File: src/rtl/dmem_arbiter_if.sv
// dmem_arbiter_if: requester, RAM and status signals of the data-RAM arbiter.
// master is the requester/RAM side, slave is the arbiter side.
interface dmem_arbiter_if #(parameter int WIDTH = 32);
   logic             p0_req, p1_req, p0_we, p1_we;
   logic [1:0]       p0_mode, p1_mode;
   logic [WIDTH-1:0] p0_addr, p1_addr, p0_wdata, p1_wdata;
   logic             p0_gnt, p1_gnt, p0_rvalid, p1_rvalid;
   logic [WIDTH-1:0] p0_rdata, p1_rdata;
   logic             mem_we;
   logic [1:0]       mem_mode;
   logic [WIDTH-1:0] mem_addr, mem_din, mem_dout;
   logic             busy;

   modport master (
      output p0_req, p1_req, p0_we, p1_we, p0_mode, p1_mode,
             p0_addr, p1_addr, p0_wdata, p1_wdata, mem_dout,
      input  p0_gnt, p1_gnt, p0_rvalid, p1_rvalid, p0_rdata, p1_rdata,
             mem_we, mem_mode, mem_addr, mem_din, busy
   );

   modport slave (
      input  p0_req, p1_req, p0_we, p1_we, p0_mode, p1_mode,
             p0_addr, p1_addr, p0_wdata, p1_wdata, mem_dout,
      output p0_gnt, p1_gnt, p0_rvalid, p1_rvalid, p0_rdata, p1_rdata,
             mem_we, mem_mode, mem_addr, mem_din, busy
   );
endinterface

File: src/rtl/dmem_arbiter.sv
// dmem_arbiter: serialises CPU (port 0) and debug (port 1) accesses onto one single-port data RAM.
// Define DMEM_ARB_STARVE_GUARD_EN to let port 1 win after MAX_WAIT consecutive port-0 grants.
module dmem_arbiter #(
   parameter int WIDTH    = 32,
   parameter int LATENCY  = 1,
   parameter int MAX_WAIT = 4
) (
   input logic           clk,
   input logic           rst,
   dmem_arbiter_if.slave bus
);
   typedef enum logic [1:0] {IDLE, ACCESS, RESP} state_t;
   localparam logic [1:0] CNT_INIT = 2'(LATENCY - 1);
   state_t           state, state_nx;
   logic             owner, we_q, idle, guard, sel0, sel1;
   logic [1:0]       mode_q, cnt;
   logic [WIDTH-1:0] addr_q, wdata_q, rdata;

   if (LATENCY < 1 || LATENCY > 4 || MAX_WAIT < 1 || MAX_WAIT > 15) begin : g_bad_cfg
      $error("dmem_arbiter: LATENCY must be 1..4 and MAX_WAIT 1..15");
   end

   // grants stay low while reset is held even though the FSM sits in IDLE
   assign idle = rst && state == IDLE;
   assign sel1 = idle && bus.p1_req && (!bus.p0_req || guard);
   assign sel0 = idle && bus.p0_req && !sel1;

`ifdef DMEM_ARB_STARVE_GUARD_EN
   logic [3:0] wcnt;
   assign guard = bus.p1_req && wcnt == 4'(MAX_WAIT);
   always_ff @(posedge clk or negedge rst)
      if (!rst) wcnt <= '0;
      else if (idle) wcnt <= (sel1 || !bus.p1_req) ? 4'd0 : (sel0 && wcnt != 4'(MAX_WAIT)) ? wcnt + 4'd1 : wcnt;
`else
   assign guard = 1'b0;
`endif

   always_ff @(posedge clk or negedge rst)
      if (!rst) state <= IDLE;
      else state <= state_nx;

   always_comb begin
      state_nx = state;
      unique case (state)
         IDLE:    state_nx = (sel0 || sel1) ? ACCESS : IDLE;
         ACCESS:  state_nx = cnt == '0 ? RESP : ACCESS;
         default: state_nx = IDLE;
      endcase
   end

   always_ff @(posedge clk or negedge rst)
      if (!rst) begin
         owner   <= 1'b0;
         we_q    <= 1'b0;
         mode_q  <= '0;
         addr_q  <= '0;
         wdata_q <= '0;
         cnt     <= '0;
         rdata   <= '0;
      end else if (sel0 || sel1) begin
         owner   <= sel1;
         we_q    <= sel1 ? bus.p1_we : bus.p0_we;
         mode_q  <= sel1 ? bus.p1_mode : bus.p0_mode;
         addr_q  <= sel1 ? bus.p1_addr : bus.p0_addr;
         wdata_q <= sel1 ? bus.p1_wdata : bus.p0_wdata;
         cnt     <= CNT_INIT;
      end else if (state == ACCESS) begin
         cnt <= cnt - 2'd1;
         if (cnt == '0) rdata <= bus.mem_dout;
      end

   assign bus.p0_gnt    = sel0;
   assign bus.p1_gnt    = sel1;
   assign bus.p0_rvalid = state == RESP && !owner;
   assign bus.p1_rvalid = state == RESP && owner;
   assign bus.p0_rdata  = rdata;
   assign bus.p1_rdata  = rdata;
   // cnt still holds its load value only in the first ACCESS cycle: one pulse per store
   assign bus.mem_we    = state == ACCESS && we_q && cnt == CNT_INIT;
   assign bus.mem_mode  = mode_q;
   assign bus.mem_addr  = addr_q;
   assign bus.mem_din   = wdata_q;
   assign bus.busy      = state != IDLE;
endmodule

File: src/flat_wrapper.sv
// flat-port wrapper written by rule: the top's interface ports become plain ports
module dmem_arbiter_flat 
#(
   parameter int WIDTH    = 32,
   parameter int LATENCY  = 1,
   parameter int MAX_WAIT = 4
)
  (clk, rst, bus_p0_req, bus_p1_req, bus_p0_we, bus_p1_we, bus_p0_mode, bus_p1_mode, bus_p0_addr, bus_p1_addr, bus_p0_wdata, bus_p1_wdata, bus_mem_dout, bus_p0_gnt, bus_p1_gnt, bus_p0_rvalid, bus_p1_rvalid, bus_p0_rdata, bus_p1_rdata, bus_mem_we, bus_mem_mode, bus_mem_addr, bus_mem_din, bus_busy);
  dmem_arbiter_if #(.WIDTH(WIDTH)) bus_i ();
  input logic clk;
  input logic rst;
  input wire logic [$bits(bus_i.p0_req)-1:0] bus_p0_req;
  input wire logic [$bits(bus_i.p1_req)-1:0] bus_p1_req;
  input wire logic [$bits(bus_i.p0_we)-1:0] bus_p0_we;
  input wire logic [$bits(bus_i.p1_we)-1:0] bus_p1_we;
  input wire logic [$bits(bus_i.p0_mode)-1:0] bus_p0_mode;
  input wire logic [$bits(bus_i.p1_mode)-1:0] bus_p1_mode;
  input wire logic [$bits(bus_i.p0_addr)-1:0] bus_p0_addr;
  input wire logic [$bits(bus_i.p1_addr)-1:0] bus_p1_addr;
  input wire logic [$bits(bus_i.p0_wdata)-1:0] bus_p0_wdata;
  input wire logic [$bits(bus_i.p1_wdata)-1:0] bus_p1_wdata;
  input wire logic [$bits(bus_i.mem_dout)-1:0] bus_mem_dout;
  output wire logic [$bits(bus_i.p0_gnt)-1:0] bus_p0_gnt;
  output wire logic [$bits(bus_i.p1_gnt)-1:0] bus_p1_gnt;
  output wire logic [$bits(bus_i.p0_rvalid)-1:0] bus_p0_rvalid;
  output wire logic [$bits(bus_i.p1_rvalid)-1:0] bus_p1_rvalid;
  output wire logic [$bits(bus_i.p0_rdata)-1:0] bus_p0_rdata;
  output wire logic [$bits(bus_i.p1_rdata)-1:0] bus_p1_rdata;
  output wire logic [$bits(bus_i.mem_we)-1:0] bus_mem_we;
  output wire logic [$bits(bus_i.mem_mode)-1:0] bus_mem_mode;
  output wire logic [$bits(bus_i.mem_addr)-1:0] bus_mem_addr;
  output wire logic [$bits(bus_i.mem_din)-1:0] bus_mem_din;
  output wire logic [$bits(bus_i.busy)-1:0] bus_busy;
  assign bus_i.p0_req = bus_p0_req;
  assign bus_i.p1_req = bus_p1_req;
  assign bus_i.p0_we = bus_p0_we;
  assign bus_i.p1_we = bus_p1_we;
  assign bus_i.p0_mode = bus_p0_mode;
  assign bus_i.p1_mode = bus_p1_mode;
  assign bus_i.p0_addr = bus_p0_addr;
  assign bus_i.p1_addr = bus_p1_addr;
  assign bus_i.p0_wdata = bus_p0_wdata;
  assign bus_i.p1_wdata = bus_p1_wdata;
  assign bus_i.mem_dout = bus_mem_dout;
  assign bus_p0_gnt = bus_i.p0_gnt;
  assign bus_p1_gnt = bus_i.p1_gnt;
  assign bus_p0_rvalid = bus_i.p0_rvalid;
  assign bus_p1_rvalid = bus_i.p1_rvalid;
  assign bus_p0_rdata = bus_i.p0_rdata;
  assign bus_p1_rdata = bus_i.p1_rdata;
  assign bus_mem_we = bus_i.mem_we;
  assign bus_mem_mode = bus_i.mem_mode;
  assign bus_mem_addr = bus_i.mem_addr;
  assign bus_mem_din = bus_i.mem_din;
  assign bus_busy = bus_i.busy;
  dmem_arbiter #(.WIDTH(WIDTH), .LATENCY(LATENCY), .MAX_WAIT(MAX_WAIT)) u_core (.clk(clk), .rst(rst), .bus(bus_i));
endmodule
File: config.mk
export PLATFORM = sky130hd
export DESIGN_NAME = dmem_arbiter_flat
export DESIGN_NICKNAME = d
export VERILOG_FILES = /design/src/rtl/dmem_arbiter_if.sv /design/src/rtl/dmem_arbiter.sv /design/src/flat_wrapper.sv
export SDC_FILE = /design/constraint.sdc
export NUM_CORES = 1
export LEC_CHECK = 0
export ABC_AREA = 0
export BUFFER_PORTS_ARGS = -buffer_cell sky130_fd_sc_hd__buf_2
export CAP_MARGIN = 30
export CORE_AREA = 8 8 114 116
export CTS_CLUSTER_SIZE = 24
export DETAILED_ROUTE_END_ITERATION = 10
export DIE_AREA = 0 0 122 124
export GPL_ROUTABILITY_DRIVEN = 0
export GPL_TIMING_DRIVEN = 0
export PLACE_DENSITY = 0.82
export SETUP_SLACK_MARGIN = 0.2
export SYNTH_ARGS = -nofsm -noshare
export SYNTH_HDL_FRONTEND = slang
export SYNTH_SLANG_ARGS = --single-unit
File: constraint.sdc
create_clock -name clk -period 2.6 [get_ports clk]
set_input_delay 0.13 -clock clk [delete_from_list [all_inputs] [get_ports clk]]
set_output_delay 0.13 -clock clk [all_outputs]
set_load 0.05 [all_outputs]
# Yosys cells after proc, flatten, opt, wreduce, memory -nomap -nowiden
# Cells that the tools add are included.
# totals
ff_bits	104
in_bits	170
elab_cells	39
# classes
add_sub_neg	1
n_eq_ne	2
mux	9
n_bitwise	1
reduce_logical	18
# op_table
operator	n
32-bit 2-to-1 mux	2
1-bit logical AND	9
2-bit 2-to-1 mux	4
2-bit zero test	2
2-bit case mux with 2 select lines	1
2-bit nonzero test	2
1-bit zero test	3
3-bit AND reduction	1
2-bit by 1-bit == test with 1-bit output, second input constant	1
2-bit == test, second input constant	1
1-bit 2-to-1 mux	2
2-bit by 1-bit subtractor with 2-bit output, second input constant	1
1-bit logical OR	1
1-bit NOT	1

# Longest topological paths before layout
# Gate-level depths: netlist of the first run.
# logic_depth
depth_word	9
ltp_mapped	6

# Worst setup path before layout of the first run
# No wires, ideal clock.
# synth_timing
path_type	reg2reg
from	register u_core.state[0]
to	register u_core.wdata_q[20], in the netlist u_core.bus.mem_din[20]
setup_time_ps	67
arrival_ps	1650
required_time_ps	2533
path_slack_ps	883
stages_incl_launch_ff	5
path_buffers	1
synth_period_minus_slack_ps	1717
path_cell_list	dfrtp_1 > and4bb_4 > clkbuf_1 > and2_0 > a221o_1
# synth_between
elab_chain_cells	7
# synth_rtl
element	line	text
start, declared	dmem_arbiter.sv:14	state_t state, state_nx;
start signal, assigned	dmem_arbiter.sv:40	else state <= state_nx;
2-bit zero test *	dmem_arbiter.sv:24	assign idle = rst && state == IDLE;
1-bit logical AND *	dmem_arbiter.sv:24	
1-bit logical AND (2 in a row)	dmem_arbiter.sv:25	assign sel1 = idle && bus.p1_req && (!bus.p0_req || guard);
1-bit zero test	dmem_arbiter.sv:26	assign sel0 = idle && bus.p0_req && !sel1;
1-bit logical AND *	dmem_arbiter.sv:26	
via bus_p0_gnt	flat_wrapper.sv:23	output wire logic [$bits(bus_i.p0_gnt)-1:0] bus_p0_gnt;
1-bit logical OR *	dmem_arbiter.sv:60	end else if (sel0 || sel1) begin
end signal, assigned	dmem_arbiter.sv:65	wdata_q <= sel1 ? bus.p1_wdata : bus.p0_wdata;
end, declared	dmem_arbiter.sv:17	logic [WIDTH-1:0] addr_q, wdata_q, rdata;
# Mark *: on every way through the listed nets, which the timed path passes. The rest lies on a longest branch.
# A chain may end at the register's enable or synchronous reset.

# Worst setup path in the final report of the first run
# layout_timing
from	register u_core.state[1]
to	output bus_p1_gnt
# layout_between
elab_chain_cells	4
# layout_rtl
element	line	text
2-bit zero test	dmem_arbiter.sv:24	
1-bit logical AND	dmem_arbiter.sv:24	
1-bit logical AND (2 in a row)	dmem_arbiter.sv:25	
end, declared	flat_wrapper.sv:24	output wire logic [$bits(bus_i.p1_gnt)-1:0] bus_p1_gnt;
# No other way between the ends.

==> results of run 1 <==
Yosys cell counts, drive strengths merged:
cell,count
and3b,1
nor3,1
nor2,2
o21ai,1
o211a,1
inv,5
and3,1
a221o,67
and4bb,1
buf,45
a31oi,1
and2,68
nor2b,1
ha,1
o211ai,1
clkbuf,12
dfrtp,104
nand2,3
mux2,32
nor3b,1
xnor2,1
what timing repair did:
item,4_1_cts,5_1_grt
setup endpoints to repair,1,0
hold buffers,5,0
endpoints found under the hold margin,53,0
gates resized for setup,1,0
power breakdown:
group / switching, mW / internal [mW]
clock network: 0.577 / 0.738
logic: 4.91 / 2.00
registers: 0.549 / 2.41
worst max-delay path, cell delays in order (launching register included):
cell and delay [ns]:
dfrtp_1 0.42, nor2_2 0.18, inv_2 0.05, nor3_2 0.41
buf_2 0.33, buf_2 0.31
cell families (layout without fill, tap and decap cells):
kind of cell	count (synthesis)	count (layout)	share of synthesized area (%)
fa+ha+maj	1	1	0.272
xor+xnor	1	1	0.190
other cells	0	1	0
mux	32	32	7.83
buf+inv	62	388	9.02
compound gates	71	71	15.2
simple gates	79	79	11.0
flops	104	104	56.5
metal layers:
layer	GRT usage [%]	vias up	share of wire [%]	wire, um
met5	0	-	0	0
met4	6.86	0	2.0	325
met3	6.44	23	9.2	1470
met2	36.8	210	51	8200
met1	21.3	2026	37	5940
li1	-	1895	-	-
state kept, by name, indices dropped and copies added (netlist names):
name                 count
u_core.bus.p0_rdata     32
u_core.bus.mem_addr     32
u_core.cnt               2
u_core.we_q              1
u_core.bus.mem_din      32
u_core.state             2
u_core.owner             1
u_core.bus.mem_mode      2
cell usage in the layout, fill, tap and decap left out, types with 2 or more instances in the layout:
master	n
dfrtp_1	104
clkinv_2	3
buf_4	33
and2_0	35
a221o_1	67
buf_2	309
clkbuf_1	12
dlygate4sd3_1	2
inv_1	4
and2_1	33
buf_6	8
nand2_1	2
clkbuf_16	9
buf_16	4
mux2_2	32
layout make-up:
| cell class | instances | area [um2] | share of cell area, % |
|---|---|---|---|
| inverters | 5 | 18.8 | 0.279 |
| repair buffers | 311 | 1660 | 24.7 |
| multi-input cells | 184 | 1590 | 23.5 |
| plain buffers | 57 | 397 | 5.89 |
| well taps | 143 | 179 | 2.66 |
| flip-flops and latches | 104 | 2600 | 38.6 |
| clock buffers | 9 | 225 | 3.34 |
| clock inverters | 6 | 61.3 | 0.910 |
| diodes | 1 | 2.50 | 0.0372 |
stage by stage:
stage          area (um2)  setup WS (ns)  power, mW  instances  TNS [ns]
6_report             6730          0.431       11.2        820         0
5_1_grt              6730          0.241       11.7        820         0
2_1_floorplan        4600          0.883       8.18        350         0
3_5_place_dp         6340          0.196       9.91        799         0
4_1_cts              6730          0.358       11.3        819         0
3_3_place_gp         6310          -1.11       9.77        798    -75.52
how the worst max path moves through the flow:
| stage | from | endpoint | slack [ns] | cells after the start |
|---|---|---|---|---|
| after floorplan | u_core.state[0]$_DFF_PN0_ | u_core.bus.mem_din[20]$_DFFE_PN0N_ | 0.88 | 4 |
| after global placement | rst | u_core.bus.mem_din[22]$_DFFE_PN0N_ | -1.11 | 4 |
| after detailed placement | rst | bus_p1_gnt | 0.20 | 6 |
| after CTS | u_core.state[1]$_DFF_PN0_ | bus_p1_gnt | 0.36 | 5 |
| after global routing | u_core.state[1]$_DFF_PN0_ | bus_p1_gnt | 0.24 | 5 |
| final | u_core.state[1]$_DFF_PN0_ | bus_p1_gnt | 0.43 | 5 |
==> impl_metrics.py, run 1 <==
metrics = {
    "status": {
        "status": "finished clean",
    },
    "sta": {
        "slew_headroom_pct": 55.1,
        "fin_crit_ns": 2.17,
        "fmax_ghz": 0.461,
        "fin_crit_sh_pct": 83.4,
        "skew_ns": 0.00674,
        "maxSlewViolCount": 0,
        "setup_violations": 0,
        "tightest_slew_ns": 0.670,
        "final_hold_viol_count": 0,
        "rsz0062_at_grt": "no",
        "fin_hold_ws_ns": 0.0220,
    },
    "hold_path": {
        "hold_end": "u_core.bus.mem_din[16]$_DFFE_PN0N_",
        "min_path_type": "in -> reg",
        "whs_path_depth": 2,
        "hp-start": "bus_p1_wdata[16]",
    },
    "drt": {
        "dr.pass1.iters": 4,
        "drt_iter0_drc": 210,
        "dr_total_vias": 4154,
        "routed_wl_mm": 15.9,
        "vias_per_cell": 5.07,
        "drc": 0,
        "wl_per_cell_um": 19.4,
        "antenna_left": 0,
    },
    "cts": {
        "path_clk_slew_ns": 0.07,
        "clk_latency_ns": 0.33,
        "post_cts_buffers": 0,
        "htreeDepth": 3,
        "clk_path_buf_depth": 2,
        "tritoncts": "yes",
        "cts_buffers": 9,
        "root_buffer": "clkbuf_16",
        "cts_sinks": 104,
    },
    "die": {
        "die_w_um": 122,
        "dieArea_um2": 15100,
        "core_um2": 11200,
        "die_height_um": 124,
        "rows": 39,
        "start_util_pct": 41.2,
        "io_pins": 306,
    },
    "place": {
        "portBuffers": 305,
        "dp_hpwl_mm": 12.7,
    },
    "global_route": {
        "grt_pass1_wl_mm": 23.8,
        "grt_max_degree": 54,
        "grt_overflow": 0,
        "grt_usage_pct": 20.1,
        "antenna_found_initial": 1,
        "grt_pass1_vias": 4603,
    },
    "critical_path": {
        "ff2ff_path_depth": 6,
        "crit_path_end_kind": "primary output",
        "cp_max_fo": 10,
        "r2r-end": "u_core.bus.mem_din[11]$_DFFE_PN0N_",
        "r2r_start": "u_core.state[1]$_DFF_PN0_",
        "required_ns": 2.47,
        "arrival_ns": 2.04,
        "crit_type": "reg -> out",
        "cp-start-kind": "register",
        "rrSetupSlack_ns": 0.85,
    },
    "pwr": {
        "vdd_drop_max_v": 0.00142,
        "p_per_area_nw_per_um2": 1660,
        "p_leak_nw": 3.56,
    },
    "logic_synthesis": {
        "synth_largest_area_cell": "dfrtp_1",
        "synth_nets": 521,
        "yosysTopAreaCellShare_pct": 56.5,
        "ys_warn_count": 0,
        "ys_ff_latch": 104,
        "synth.distinct_cells": 27,
        "synth_cells": 350,
        "seq_area_frac_synth_pct": 56.5,
        "syn_avg_cell_area_um2": 13.2,
        "syn_area_um2": 4600,
        "synthTopCellsByArea": "dfrtp_1 57%, a221o_1 15%, mux2_2 7.8%",
    },
    "flow_run": {
        "maxCapViolCount": 0,
    },
    "final_layout": {
        "nNetsFinal": 843,
        "fin_util_pct": 60.3,
        "fillers": 898,
        "drive_gt1_share_pct": 60.1,
        "area_delta_synth_final_pct": 46.3,
    },
}
Note: power is estimated with default switching activity, not from simulation.
==> inputs of run 2 (changes only) <==
==> constraint.sdc (replaced) <==
create_clock -name clk -period 2.2 [get_ports clk]
set_input_delay 0.11 -clock clk [delete_from_list [all_inputs] [get_ports clk]]
set_output_delay 0.11 -clock clk [all_outputs]
set_load 0.05 [all_outputs]
==> run 2 against run 1 <==
Compared with the run above:
- clock skew decreased by 0.00058 ns
- final cell count is 2.7% higher
- critical path depth stayed put
- via count grew 2.5%
- sequential power rose by 19%
- highest routed layer unchanged
- largest power group unchanged
- first-iteration DRC count is 1.4% lower
- hold slack worse by 0.014 ns
==> impl_metrics.py, run 2 (synthesis results as in run 1) <==
metrics = {
    "drt": {
        "routed_wl_mm": 16.3,
        "antenna_left": 0,
        "dr_total_vias": 4256,
        "vias_per_cell": 5.05,
        "drt_iter0_drc": 207,
        "dr.pass1.iters": 5,
        "drc": 0,
        "wl_per_cell_um": 19.4,
    },
    "place": {
        "dp_hpwl_mm": 12.7,
        "portBuffers": 305,
    },
    "critical_path": {
        "cp-start-kind": "register",
        "arrival_ns": 1.73,
        "crit_path_end_kind": "primary output",
        "crit_type": "reg -> out",
        "required_ns": 2.09,
        "r2r_start": "u_core.state[1]$_DFF_PN0_",
        "cpMaxStageDelayCell": "dfrtp_1",
        "cpPeakStageDelay_ns": 0.41,
        "path_buf_inv": 3,
        "critPathTopFamily": "buffers and inverters",
        "cp_max_fo": 10,
        "worstPathCellList": "nor2_2 -> inv_2 -> nor3_4 -> buf_4 -> buf_2",
        "cp-startpoint": "u_core.state[1]$_DFF_PN0_",
        "rrSetupSlack_ns": 0.46,
    },
    "die": {
        "die_w_um": 122,
        "die_height_um": 124,
        "rows": 39,
        "core_um2": 11200,
        "io_pins": 306,
        "start_util_pct": 41.2,
        "dieArea_um2": 15100,
    },
    "pwr": {
        "p_per_area_nw_per_um2": 1910,
        "power_mw": 13.3,
        "p_leak_nw": 3.66,
        "vdd_drop_max_v": 0.00145,
    },
    "final_layout": {
        "drive_gt1_share_pct": 58.5,
        "fillers": 870,
        "seqCellArea_um2": 2600,
        "nNetsFinal": 864,
        "multi_input_area_um2": 1590,
        "fin_util_pct": 62.3,
        "final_cell_mix": "308 x buf_2, 104 x dfrtp_1, 67 x a221o_1, 36 x buf_4, 35 x and2_0",
        "area_delta_synth_final_pct": 51.2,
        "layout_commonest_cell": "buf_2",
    },
    "hold_path": {
        "min_path_type": "in -> reg",
        "hp-start": "bus_mem_dout[24]",
    },
    "cts": {
        "clk_path_buf_depth": 2,
        "root_buffer": "clkbuf_16",
        "cts_sinks": 104,
        "path_clk_slew_ns": 0.07,
        "tritoncts": "yes",
        "clk_latency_ns": 0.33,
        "cts_buffers": 9,
        "htreeDepth": 3,
    },
    "sta": {
        "maxSlewViolCount": 0,
        "fmax_ghz": 0.542,
        "slew_headroom_pct": 54.9,
        "fin_crit_sh_pct": 83.8,
        "tightest_slew_ns": 0.674,
        "setup_violations": 0,
        "rsz0062_at_grt": "no",
        "fin_setup_tns_ns": 0,
        "fin_crit_ns": 1.84,
        "skew_ns": 0.00616,
        "final_hold_viol_count": 0,
    },
    "status": {
        "status": "finished clean",
    },
    "global_route": {
        "antenna_found_initial": 1,
        "grt_usage_pct": 20.5,
        "grt_max_degree": 54,
        "grt_pass1_wl_mm": 24.2,
        "grt_pass1_vias": 4676,
        "grt_overflow": 0,
    },
    "flow_run": {
        "maxCapViolCount": 0,
    },
}
run 2: cell count changes in the layout (fill, tap and decap cells not counted):
cell,previous run,this run
dlygate4sd3_1,2,22
buf_4,33,36
buf_2,309,308
buf_6,8,7
buf_8,0,1
clkbuf_1,12,11
diode_2,1,2
nor3_2,1,0
nor3_4,0,1
run 2: what timing repair did:
action,in CTS,in global routing
endpoints found under the hold margin,70,3
hold buffers,22,3
endpoints found under the setup margin,7,1
pin swaps,0,1
resized for setup,4,0
buffers inserted,0,2
run 2: final timing paths:
| check | cells after the start | to |
|---|---|---|
| hold / removal | 2 | u_core.bus.p0_rdata[24]$_DFFE_PN0P_ |
| hold reg to reg | 1 | u_core.bus.mem_din[17]$_DFFE_PN0N_ |
| max in group asynchronous | 5 | u_core.we_q$_DFFE_PN0N_ |
| setup reg to reg | 4 | u_core.bus.mem_din[30]$_DFFE_PN0N_ |
| min in group asynchronous | 4 | u_core.bus.p0_rdata[12]$_DFFE_PN0P_ |
| setup / recovery | 5 | bus_p1_gnt |
run 2: cell type report:
cell class                      count  share of cell area (%)
Sequential cell                   104                    37.4
Timing Repair Buffer              333                    27.0
Buffer                             56                    5.68
Clock buffer                        9                    3.24
Antenna cell                        2                  0.0719
Tap cell                          143                    2.57
Multi-Input combinational cell    184                    22.9
Inverter                            5                   0.270
Clock inverter                      6                   0.881
run 2: where the power goes:
group          total, mW  switching [mW]  internal [mW]
clock network       1.55           0.676          0.872
registers           3.51           0.653           2.85
logic               8.24            5.84           2.40
total               13.3            7.17           6.12
run 2: per-stage QoR:
stage / area [um2] / worst slack, ns / hold WS, ns / cells
after floorplan: 4600 / 0.483 / -0.186 / 350
after CTS: 6910 / 0.188 / 0.000131 / 835
after global routing: 6960 / 0.219 / 0.000334 / 841
final: 6960 / 0.356 / 0.00779 / 842
after detailed placement: 6340 / -0.164 / 0.194 / 799
after global placement: 6310 / -1.49 / 0.340 / 798
run 2: per-layer routing:
metal  vias up  part of all wire, %  global-route usage, %
met5         -                    0                      0
met1      2078                   37                   21.9
met3        29                  9.0                   6.44
met4         0                  2.5                   7.79
met2       211                   51                   37.0
li1       1938                    -                      -
==> inputs of run 3 (changes only) <==
--- a/config.mk
+++ b/config.mk
@@ -5,7 +5,7 @@
 export SDC_FILE = /design/constraint.sdc
 export NUM_CORES = 1
 export LEC_CHECK = 0
-export ABC_AREA = 0
+export ABC_AREA = 1
 export BUFFER_PORTS_ARGS = -buffer_cell sky130_fd_sc_hd__buf_2
 export CAP_MARGIN = 30
 export CORE_AREA = 8 8 114 116
@@ -14,7 +14,7 @@
 export DIE_AREA = 0 0 122 124
 export GPL_ROUTABILITY_DRIVEN = 0
 export GPL_TIMING_DRIVEN = 0
-export PLACE_DENSITY = 0.82
+export PLACE_DENSITY = 0.83
 export SETUP_SLACK_MARGIN = 0.2
 export SYNTH_ARGS = -nofsm -noshare
 export SYNTH_HDL_FRONTEND = slang
==> constraint.sdc (replaced) <==
create_clock -name clk -period 1.85 [get_ports clk]
set_input_delay 0.0925 -clock clk [delete_from_list [all_inputs] [get_ports clk]]
set_output_delay 0.0925 -clock clk [all_outputs]
set_load 0.05 [all_outputs]
==> run 3 against run 2 <==
Compared with the run above:
- the flow now finishes with violations (hold timing)
- die area is the same
- flip-flop and latch count did not move
- first-iteration DRC count rose by 150%
- utilization increased by 15 points
- area after synthesis increased by 2.2%
==> impl_metrics.py, run 3 <==
metrics = {
    "logic_synthesis": {
        "synth_ff_type": "dfrtp_1",
        "synth_common_cells": "234 x nand2_1, 134 x nand3_1, 104 x dfrtp_1",
        "synth.distinct_cells": 21,
        "yosysTopAreaCellShare_pct": 55.3,
        "syn_avg_cell_area_um2": 8.36,
        "synth_largest_area_cell": "dfrtp_1",
        "synthArstFlopShare_pct": 100,
        "synthTopCellsByArea": "dfrtp_1 55%, nand2_1 19%, nand3_1 14%",
        "synth_nets": 734,
        "seq_area_frac_synth_pct": 55.3,
        "ys_ff_latch": 104,
        "ys_warn_count": 0,
        "synth_cells": 563,
        "synth_most_common_cell": "nand2_1",
        "synth_edf_count": 0,
        "syn_area_um2": 4710,
    },
    "cts": {
        "cts_hold_buf": 163,
        "clk_path_buf_depth": 2,
        "cts_buffers": 9,
        "cts_sinks": 104,
        "tritoncts": "yes",
        "root_buffer": "clkbuf_16",
        "clk_latency_ns": 0.34,
        "path_clk_slew_ns": 0.07,
        "htreeDepth": 3,
    },
    "place": {
        "dp_hpwl_mm": 13.0,
        "dp_slack_ns": -0.295,
        "portBuffers": 305,
        "dpl_cell_area_um2": 6450,
    },
    "flow_run": {
        "maxCapViolCount": 0,
    },
    "critical_path": {
        "arrival_ns": 1.50,
        "cpPeakStageDelay_ns": 0.41,
        "crit_type": "reg -> out",
        "worstPathCellList": "buf_4 -> nand2_2 -> inv_2 -> nand2_4 -> buf_8 -> nor2_4 -> buf_8",
        "rrSetupSlack_ns": 0.30,
        "crit_path_end_kind": "primary output",
        "cpMaxStageDelayCell": "dfrtp_2",
        "r2r-end": "u_core.bus.mem_din[12]$_DFFE_PN0N_",
        "ff2ff_path_depth": 6,
        "cp_max_fo": 6,
        "cp-startpoint": "u_core.state[0]$_DFF_PN0_",
        "cp-start-kind": "register",
        "crit_end": "bus_mem_we",
        "cp_common_cell": "buf_8",
        "required_ns": 1.76,
        "r2r_start": "u_core.state[1]$_DFF_PN0_",
    },
    "sta": {
        "rsz0062_at_grt": "yes",
        "tightest_slew_ns": 0.762,
        "setup_violations": 0,
        "fin_ws_ns": 0.257,
        "slew_headroom_pct": 49.2,
        "fin_hold_ws_ns": -0.191,
        "maxSlewViolCount": 0,
        "final_hold_viol_count": 51,
        "fmax_ghz": 0.628,
        "fin_crit_ns": 1.59,
        "skew_ns": 0.00624,
        "fin_crit_sh_pct": 86.1,
    },
    "drt": {
        "antenna_left": 0,
        "vias_per_cell": 5.11,
        "dr.pass1.iters": 5,
        "drc": 0,
        "drt_iter0_drc": 516,
        "routed_wl_mm": 23.0,
        "wl_per_cell_um": 19.1,
        "dr_total_vias": 6182,
    },
    "status": {
        "violations": "hold timing",
        "status": "finished with violations",
    },
    "hold_path": {
        "min_path_type": "in -> async",
    },
    "final_layout": {
        "nNetsFinal": 1230,
        "multi_input_area_um2": 1690,
        "layout_commonest_cell": "buf_2",
        "area_delta_synth_final_pct": 84.2,
        "final_cell_mix": "313 x buf_2, 232 x nand2_1, 163 x dlygate4sd3_1, 134 x nand3_1, 103 x dfrtp_1",
        "final_area_um2": 8670,
        "seqCellArea_um2": 2600,
        "fillers": 698,
        "drive_gt1_share_pct": 39.3,
    },
    "pwr": {
        "p_clk_share_pct": 12.9,
        "seqPwrFrac_pct": 25.0,
        "p_per_area_nw_per_um2": 1880,
        "power_mw": 16.3,
        "swShare_pct": 55.2,
        "p_leak_nw": 4.74,
        "power.switching_mw": 9.00,
        "combPwrFrac_pct": 62.1,
        "vdd_drop_max_v": 0.00173,
        "p_int_mw": 7.31,
    },
    "global_route": {
        "grt_overflow": 0,
        "grt_pass1_vias": 6544,
        "antenna_found_initial": 2,
        "grt_pass1_wl_mm": 34.6,
        "grt_max_degree": 55,
        "grt_usage_pct": 29.4,
    },
    "die": {
        "io_pins": 306,
        "start_util_pct": 42.1,
        "dieArea_um2": 15100,
        "die_w_um": 122,
        "core_um2": 11200,
        "rows": 39,
        "die_height_um": 124,
    },
}
run 3: cell types whose count changed in the layout (fill, tap and decap cells not counted), sizes merged, moves of 32 or more:
cell	delta
nand2	+231
dlygate4sd3	+141
nand3	+136
and2	-68
a221o	-67
mux2	-32
run 3: per-layer routing:
metal,track usage (%),share of wire (%),vias up
li1,-,-,2777
met1,31.7,34,2837
met2,50.4,50,458
met3,7.93,10,110
met4,19.4,5.4,0
met5,0,0,-
run 3: per-stage QoR:
step                utilization, %  hold slack, ns  instances  TNS (ns)
floorplan                        -          -0.203        563         0
global placement              57.4           0.287       1011   -179.46
detailed placement            57.7           0.189       1012     -5.59
CTS                           76.5          -0.171       1198         0
global route                  77.6          -0.137       1209         0
finish                        77.6          -0.191       1209         0
run 3: layout make-up:
type	count	area share, %
diodes	2	0.0578
plain buffers	66	5.49
clock buffers	10	2.76
clock inverters	6	0.953
inverters	10	0.462
multi-input cells	383	19.5
flip-flops and latches	104	30.0
well taps	143	2.06
repair buffers	485	38.6
run 3: timing repair:
action	4_1_cts	5_1_grt
endpoints found under the hold margin	150	51
endpoints found under the setup margin	62	58
resized for setup	28	29
pin swaps	4	4
setup buffers	7	9
run 3: power groups by stage:
stage | registers (mW) | clock network [mW] | logic (mW)
after floorplan | 7.36 | 0 | 3.65
after global placement | 3.96 | 0 | 9.29
after detailed placement | 4.00 | 0 | 9.38
after CTS | 3.98 | 2.09 | 9.83
after global routing | 4.17 | 2.20 | 10.6
final | 4.08 | 2.10 | 10.1
run 3: cells by family after synthesis:
logic type / share of synthesized area [%]
adder cells (fa/ha/maj): 0.266
buffers and inverters: 9.60
AND/OR/NAND/NOR: 34.5
flip-flops: 55.3
AO/OA/AOI/OAI: 0.372
run 3: worst max-delay path, delay by kind of cell (launching register included):
kind                   cells  cell delay (ns)
and+or+nand+nor            3             0.24
buffers and inverters      4             0.50
DFF                        1             0.41
run 3: worst min path at each step:
stage,from,end,slack (ns),cells after the start
2_1_floorplan,rst,u_core.bus.mem_addr[0]$_DFFE_PN0N_,-0.20,0
3_3_place_gp,bus_mem_dout[28],u_core.bus.p0_rdata[28]$_DFFE_PN0P_,0.29,3
6_report,rst,u_core.bus.p0_rdata[4]$_DFFE_PN0P_,-0.19,1
3_5_place_dp,rst,u_core.bus.p0_rdata[4]$_DFFE_PN0P_,0.19,1
5_1_grt,rst,u_core.bus.p0_rdata[4]$_DFFE_PN0P_,-0.14,1
4_1_cts,rst,u_core.bus.p0_rdata[4]$_DFFE_PN0P_,-0.17,1
